===== src/rtl/pong_pkg.sv =====
// Shared Pong types and screen constants; sat_inc gives the non-wrapping score increment.
package pong_pkg;

  typedef enum logic [1:0] {IDLE, PLAY, POINT, GAME_OVER} score_state_t;

  localparam int SCREEN_W  = 640;
  localparam int SCREEN_H  = 480;
  localparam int BALL_HALF = 6;

  function automatic logic [3:0] sat_inc(input logic [3:0] s);
    return (s == 4'd15) ? s : s + 4'd1;
  endfunction

endpackage


===== src/rtl/pong_serve_timer.sv =====
// Serve-delay counter: counts 0..SERVE_DELAY-1 while enabled, done flags the terminal count.
// Combinational done, no backpressure; load clears the count.
module pong_serve_timer #(
  parameter logic [31:0] SERVE_DELAY = 32'd50000000
) (
  input  logic clk,
  input  logic reset,
  input  logic load,
  input  logic en,
  output logic done
);
  import pong_pkg::*;

  logic [31:0] count;

  always_ff @(posedge clk or posedge reset) begin
    if (reset)     count <= '0;
    else if (load) count <= '0;
    else if (en)   count <= count + 32'd1;
  end

  assign done = en && (count == SERVE_DELAY - 32'd1);

endmodule


===== src/rtl/pong_score_keeper.sv =====
// Goal detection, scoring, serve hold and winner FSM; 1-cycle registered outputs, no backpressure.
// PONG_WIN_BY_TWO_EN: require a two-point lead to win (reaching 15 always wins).
module pong_score_keeper #(
  parameter logic [3:0]  WIN_SCORE    = 4'd7,
  parameter logic [9:0]  LEFT_GOAL_X  = 10'd4,
  parameter logic [9:0]  RIGHT_GOAL_X = 10'd636,
  parameter logic [9:0]  WRAP_GUARD   = 10'd1000,
  parameter logic [31:0] SERVE_DELAY  = 32'd50000000
) (
  input  logic       clk,
  input  logic       reset,
  input  logic       start,
  input  logic [9:0] ball_x_pos,
  output logic       ball_reset,
  output logic [3:0] left_score,
  output logic [3:0] right_score,
  output logic       point_pulse,
  output logic       game_over,
  output logic       winner
);
  import pong_pkg::*;

  score_state_t state;
  logic         start_q;
  logic         first_play;
  logic         start_rise;
  logic         left_goal, right_goal;
  logic [3:0]   l_next, r_next;
  logic         left_wins, right_wins;
  logic         serve_done;

  assign start_rise = start & ~start_q;
  // x at or above WRAP_GUARD is the ball wrapping past 0, so it belongs to the left goal
  assign left_goal  = (ball_x_pos <= LEFT_GOAL_X) || (ball_x_pos >= WRAP_GUARD);
  assign right_goal = (ball_x_pos >= RIGHT_GOAL_X) && (ball_x_pos < WRAP_GUARD);
  assign l_next     = sat_inc(left_score);
  assign r_next     = sat_inc(right_score);

`ifdef PONG_WIN_BY_TWO_EN
  assign left_wins  = (l_next == 4'd15) ||
                      ((l_next >= WIN_SCORE) && ({1'b0, l_next} >= {1'b0, right_score} + 5'd2));
  assign right_wins = (r_next == 4'd15) ||
                      ((r_next >= WIN_SCORE) && ({1'b0, r_next} >= {1'b0, left_score} + 5'd2));
`else
  assign left_wins  = (l_next >= WIN_SCORE);
  assign right_wins = (r_next >= WIN_SCORE);
`endif

  pong_serve_timer #(.SERVE_DELAY(SERVE_DELAY)) u_timer (
    .clk   (clk),
    .reset (reset),
    .load  ((state != POINT) || serve_done),
    .en    (state == POINT),
    .done  (serve_done)
  );

  always_ff @(posedge clk or posedge reset) begin
    if (reset) begin
      state       <= IDLE;
      left_score  <= '0;
      right_score <= '0;
      ball_reset  <= 1'b1;
      point_pulse <= 1'b0;
      game_over   <= 1'b0;
      winner      <= 1'b0;
      start_q     <= 1'b0;
      first_play  <= 1'b0;
    end else begin
      start_q     <= start;
      point_pulse <= 1'b0;
      case (state)
        IDLE, GAME_OVER: begin
          if (start_rise) begin
            state       <= PLAY;
            left_score  <= '0;
            right_score <= '0;
            ball_reset  <= 1'b0;
            game_over   <= 1'b0;
            first_play  <= 1'b1;
          end
        end
        PLAY: begin
          // first PLAY cycle still sees the pre-serve x position
          if (first_play) begin
            first_play <= 1'b0;
          end else if (left_goal) begin
            right_score <= r_next;
            point_pulse <= 1'b1;
            ball_reset  <= 1'b1;
            if (right_wins) begin
              state     <= GAME_OVER;
              game_over <= 1'b1;
              winner    <= 1'b1;
            end else begin
              state <= POINT;
            end
          end else if (right_goal) begin
            left_score  <= l_next;
            point_pulse <= 1'b1;
            ball_reset  <= 1'b1;
            if (left_wins) begin
              state     <= GAME_OVER;
              game_over <= 1'b1;
              winner    <= 1'b0;
            end else begin
              state <= POINT;
            end
          end
        end
        POINT: begin
          if (serve_done) begin
            state      <= PLAY;
            ball_reset <= 1'b0;
            first_play <= 1'b1;
          end
        end
        default: state <= IDLE;
      endcase
    end
  end

endmodule


===== config.mk =====
export PLATFORM = sky130hd
export DESIGN_NAME = pong_score_keeper
export DESIGN_NICKNAME = d
export VERILOG_FILES = /design/src/rtl/pong_pkg.sv /design/src/rtl/pong_serve_timer.sv /design/src/rtl/pong_score_keeper.sv
export SDC_FILE = /design/constraint.sdc
export NUM_CORES = 1
export LEC_CHECK = 0
export ABC_AREA = 1
export CAP_MARGIN = 10
export CORE_MARGIN = 3
export CORE_UTILIZATION = 59
export DETAILED_ROUTE_END_ITERATION = 8
export PLACE_DENSITY_LB_ADDON = 0.2
export SETUP_SLACK_MARGIN = 0.1
export SLEW_MARGIN = 0
export SYNTH_ARGS = -nofsm -noshare
export SYNTH_HDL_FRONTEND = slang
export SYNTH_HIERARCHICAL = 1
export SYNTH_SLANG_ARGS = --single-unit

===== constraint.sdc =====
create_clock -name clk -period 3 [get_ports clk]
set_clock_uncertainty 0.05 [all_clocks]
set_input_delay 0.45 -clock clk [delete_from_list [all_inputs] [get_ports clk]]
set_output_delay 0.45 -clock clk [all_outputs]
set_load 0.005 [all_outputs]

# [After elaboration in Yosys (flattened, before gate mapping)]
# Cells that the tools add are included.
[totals] register_bits=48 in_bits=13 out_inout_bits=12 elab_cells=97
[op_classes] add_sub_neg=3 order_cmp=6 eq_ne=17 n_mux=42 bitwise_logic=3 reduce_logical=16
[op_table] op="two-way mux 32 bit" count=2
[op_table] op="adder 32 x 1 -> 32 bit (second input constant)" count=1
[op_table] op="equality test 32 x 26 -> 1 bit (second input constant)" count=1
[op_table] op="two-way mux 4 bit" count=8
[op_table] op="two-way mux 1 bit" count=21
[op_table] op="greater-or-equal comparator 10 bit (second input constant)" count=2
[op_table] op="one-hot mux 4 bit (2 select lines)" count=2
[op_table] op="!= test 2 bit (second input constant)" count=7
[op_table] op="<= comparator 10 x 3 -> 1 bit (second input constant)" count=1
[op_table] op="less-than comparator 10 bit (second input constant)" count=1
[op_table] op="two-way mux 2 bit" count=5
[op_table] op="AND reduction 5 bit" count=2
[op_table] op="!= test 3 bit (second input constant)" count=3
[op_table] op="adder 4 x 1 -> 4 bit (second input constant)" count=2
[op_table] op="equality test 4 bit (second input constant)" count=2
[op_table] op="greater-or-equal comparator 4 x 3 -> 1 bit (second input constant)" count=2
[op_table] op="AND reduction 4 bit" count=2
[op_table] op="nonzero test 2 bit" count=4
[op_table] op="one-hot mux 1 bit (3 select lines)" count=2
[op_table] op="one-hot mux 2 bit (3 select lines)" count=1
[op_table] op="AND reduction 6 bit" count=1
[op_table] op="equality test 2 bit (second input constant)" count=2
[op_table] op="equality test 2 x 1 -> 1 bit (second input constant)" count=1
[op_table] op="logical AND 1 bit" count=2
[op_table] op="8 further kinds" count=10

# [Logic depth before layout (Yosys ltp)]
# Gate-level depths: netlist of the first run.
[logic_depth] ltp_word=8 ltp_mapped=16 depth_no_buf=16

# [Cells and area by module]
# The synthesis of the first run kept the hierarchy.
[by_module_without_submodules] mod="pong_serve_timer" instances=1 cells_per_inst=300 area_each_um2=2013.2 seq_area_each_um2=800.8
[by_module_without_submodules] mod="pong_score_keeper" instances=1 cells_per_inst=153 area_each_um2=1122.3 seq_area_each_um2=401.6

# [Worst setup path before layout of the first run]
# No wires, ideal clock.
[synth_path] kind="flip-flop to flip-flop" start="reg state[0]" end="reg u_timer.count[17]" setup_time_ns=0.117 arrival_time_ns=1.976 required_ns=2.833 slack_ns=0.857 path_stages_with_launch=16 path_buffers=0 synth_period_minus_slack_ns=2.143 path_cell_list="dfrtp_1 > inv_1 > ha_1 > inv_1 > nor3_1 > nand3_1 > nor2_1 > inv_1 > nand2_1 > nor2_4 > nor2_4 > nand2_4 > nor2_4 > nand2_2 > nor2_1 > nor2_1"
[synth_between] elab_chain_len=4 elab_cells_between_ends=6 classes_between="eq/ne (2); mux (1); reduce/logical (3)"
[synth_rtl] element="start: declaration" line_no="pong_score_keeper.sv:23" source="score_state_t state;"
[synth_rtl] element="start signal: assignment" line_no="pong_score_keeper.sv:59" source="state <= IDLE;"
[synth_rtl] element="start signal: assignment" line_no="pong_score_keeper.sv:74" source="state <= PLAY;"
[synth_rtl] element="start signal: assignment" line_no="pong_score_keeper.sv:91" source="state <= GAME_OVER;"
[synth_rtl] element="equality test 2 bit *" line_no="pong_score_keeper.sv:53" source=".en (state == POINT),"
[synth_rtl] element="logical AND 1 bit *" line_no="pong_serve_timer.sv:22" source="assign done = en && (count == SERVE_DELAY - 32'd1);"
[synth_rtl] element="named net serve_done" line_no="pong_score_keeper.sv:30" source="logic serve_done;"
[synth_rtl] element="logical OR 1 bit *" line_no="pong_score_keeper.sv:52" source=".load ((state != POINT) || serve_done),"
[synth_rtl] element="two-way mux 32 bit or nonzero test 2 bit (tied branches)"
[synth_rtl] element="end signal: assignment" line_no="pong_serve_timer.sv:19" source="else if (en) count <= count + 32'd1;"
[synth_rtl] element="end: declaration" line_no="pong_serve_timer.sv:14" source="logic [31:0] count;"
# Mark *: on every way through the listed nets, which the timed path passes. The rest lies on a longest branch.
# A chain may end at the register's enable or synchronous reset.

# [Worst setup path after layout of the first run]
[layout_path] start="reg state[0]" end="reg u_timer.count[24]"
# The elaborated chain is that of the path after synthesis.

==> impl_metrics.ini, run 1 <==
[worst_hold_path]
hold_end = u_timer/count[5]$_DFFE_PP0P_
worstHoldPathCells = 1
hp-class = flip-flop to flip-flop
hp-start = u_timer/count[5]$_DFFE_PP0P_

[worst_setup_path]
critPathLaunch = state[0]$_DFFE_PP0P_
required_ns = 3.15
arrival_ns = 2.70
reg2reg_to = u_timer/count[24]$_DFFE_PP0P_
r2r_slack_ns = 0.45
r2r_cells = 15
cp_max_fo = 7
start_kind = flip-flop
crit_type = flip-flop to flip-flop
r2r_start = state[0]$_DFFE_PP0P_
critPathCaptureType = flip-flop

[routing]
first_pass_iters = 5
viasPerCell = 5.436
wl_per_cell_um = 12.94
postRouteWirelength_um = 7119
ant_nets = 0
route.detailed.drc = 0
drt-initial-drc-count = 257
wl_met2_um = 3676
vias = 2990
drt-met1-wl_um = 2945
wl_met3_um = 351
highest_layer = met4

[grt]
grt_pass1_vias = 2951
track_usage_pct = 24.87
grt-ovfl-total = 0
grt_antenna_before_repair = 0
grt_pass1_wl_um = 12380
grt_max_degree = 33

[cts]
cts_resized = 0
tritoncts = yes
cts_setup_buffers = 0
numCtsBuffers = 5
cts_hold_buf = 0
clockBufferDepth = 2
htreeDepth = 2
cts_root_buffer = clkbuf_8
cts.sinks = 48
cts.clk_slew.worst_paths_ns = 0.09
clock_latency_ns = 0.31

[placed_design]
dp_slack_ns = 0.4870
io_buffers = 24
post-place-cells = 542
place_hpwl_um = 5361
gp_congestion = 0.9104

[power_and_ir_drop]
p_leak_nw = 1.624
vdd_ir_drop_max_mv = 0.5196
pwr_density_cell_nw_per_um2 = 590.9

[synth]
syn-num-nets = 471
seq_area_frac_synth_pct = 38.35
syn_avg_cell_area_um2 = 6.922
synthesis.area_um2 = 3136
ys_ff_latch = 48
synth_cells = 453
yosysWarnings = 6
synth.distinct_cells = 33

[outcome]
status = complete, no violations

[finish]
fin_util_pct = 71.72
instances_no_fill = 550
nets = 500
syn_to_final_growth_pct = 13.05
drive_above_1_share_pct = 10.97
antenna_cells = 0
final_cell_mix = nand2_1 (107), nor2_1 (70), inv_1 (65)
final_common_cell = nand2_1

[timing]
whs_ns = 0.4347
finalHoldViolCount = 0
min_period_ns = 2.550
setup_violations = 0
fin_crit_sh_pct = 85.00
setup_tns_ns = 0
rsz0062_at_grt = no
worst_pin_slew_ns = 0.6367
relSlewSlack_pct = 57.50
slew_viol_final = 0
fmax_ghz = 0.3922
worst_slack_ns = 0.4500

[flow_run]
drv_cap = 0

[die]
dieArea_um2 = 6225
core_area_um2 = 4942
die_x_um = 78.90
io_pins = 25
rows = 25
die_y_um = 78.90
start_util_pct = 63.44
-- layout make-up --
class	instances	area, um^2
repair buffers	26	255.2
inverters	70	262.8
well taps	67	83.83
flip-flops and latches	48	1202
clock buffers	8	90.09
multi-input cells	331	1650
fillers	437	1398
-- where the power goes --
group          leakage, nW  switching (mW)  internal, mW  total, mW
Clock               0.0455           0.215         0.188      0.403
Combinational        0.924           0.554         0.344      0.898
Sequential           0.655          0.0716         0.722      0.794
Total                 1.62           0.840          1.25       2.09
-- state kept, by name, summed over array words and instances, names as in the netlist --
name	cells
first_play	1
state	2
right_score	4
start_q	1
ball_reset	1
u_timer/count	32
point_pulse	1
winner	1
left_score	4
game_over	1
-- cell usage after synthesis --
cell | n | share of area (%)
nand2_1 | 107 | 13
nor2_1 | 70 | 8.4
inv_1 | 65 | 7.8
dfrtp_1 | 47 | 38
nand3_1 | 38 | 6.1
a21oi_1 | 21 | 3.4
o21ai_0 | 15 | 2.4
o21ai_1 | 15 | 2.4
nor2_2 | 11 | 2.2
nor2_4 | 9 | 3.2
nand2_2 | 8 | 1.6
nand4_1 | 6 | 1.2
ha_1 | 5 | 2.0
inv_2 | 5 | 0.60
nor3_1 | 4 | 0.64
o21ai_2 | 4 | 1.1
nand3_2 | 3 | 0.96
nor4_1 | 3 | 0.60
clkbuf_1 | 2 | 0.24
nand2_4 | 2 | 0.72
a211oi_1 | 1 | 0.24
a31oi_1 | 1 | 0.20
and2_1 | 1 | 0.20
buf_2 | 1 | 0.16
buf_4 | 1 | 0.24
dfstp_2 | 1 | 0.84
nor2_8 | 1 | 0.64
nor3b_1 | 1 | 0.24
o21ai_4 | 1 | 0.52
o21bai_1 | 1 | 0.24
o31ai_1 | 1 | 0.24
or2_1 | 1 | 0.20
xnor2_1 | 1 | 0.28
-- cells by family after synthesis --
family,share of synthesized area (%)
flip-flops,38.35
AND/OR/NAND/NOR,39.67
buffers and inverters,9.018
adder cells (fa/ha/maj),1.995
XOR/XNOR,0.2794
AO/OA/AOI/OAI,10.69
-- layer usage --
metal | track usage (%) | up-vias
met5 | 0 | -
met4 | 10.48 | 0
met3 | 4.422 | 17
met2 | 46.26 | 96
met1 | 27.74 | 1389
li1 | - | 1488
-- stage by stage --
step	instance area (um^2)	total power [mW]
floorplan	3136	1.454
global placement	3455	1.669
detailed placement	3455	1.697
CTS	3545	2.103
global route	3545	2.245
finish	3545	2.094
-- critical path, cell delays in order, from the launching register on --
cell,delay (ns)
dfrtp_1,0.40
inv_1,0.08
ha_1,0.29
inv_1,0.11
nor3_1,0.17
nand3_1,0.11
nor2_1,0.15
inv_1,0.07
nand2_1,0.25
nor2_4,0.12
nor2_1,0.17
nand2_1,0.12
nor2_2,0.17
nand3_1,0.10
nand2_1,0.07
nor2_1,0.04
-- worst max path at each step --
stage / to / slack [ns] / cells after the start
6_report: u_timer/count[24]$_DFFE_PP0P_ / 0.45 / 15
4_1_cts: u_timer/count[17]$_DFFE_PP0P_ / 0.45 / 16
5_1_grt: u_timer/count[17]$_DFFE_PP0P_ / 0.19 / 16
3_3_place_gp: u_timer/count[27]$_DFFE_PP0P_ / 0.71 / 15
3_5_place_dp: u_timer/count[25]$_DFFE_PP0P_ / 0.49 / 16
2_1_floorplan: u_timer/count[17]$_DFFE_PP0P_ / 0.86 / 15
No activity file was read; power rests on OpenSTA's default activity.
==> run 2, diff against run 1 <==
--- a/config.mk
+++ b/config.mk
@@ -9,6 +9,7 @@
 export CAP_MARGIN = 10
 export CORE_MARGIN = 3
 export CORE_UTILIZATION = 59
+export CTS_CLUSTER_DIAMETER = 30
 export DETAILED_ROUTE_END_ITERATION = 8
 export PLACE_DENSITY_LB_ADDON = 0.2
 export SETUP_SLACK_MARGIN = 0.1
==> results of run 2 <==
Same layout as run 1: the final DEF is identical, and so are final timing and power.
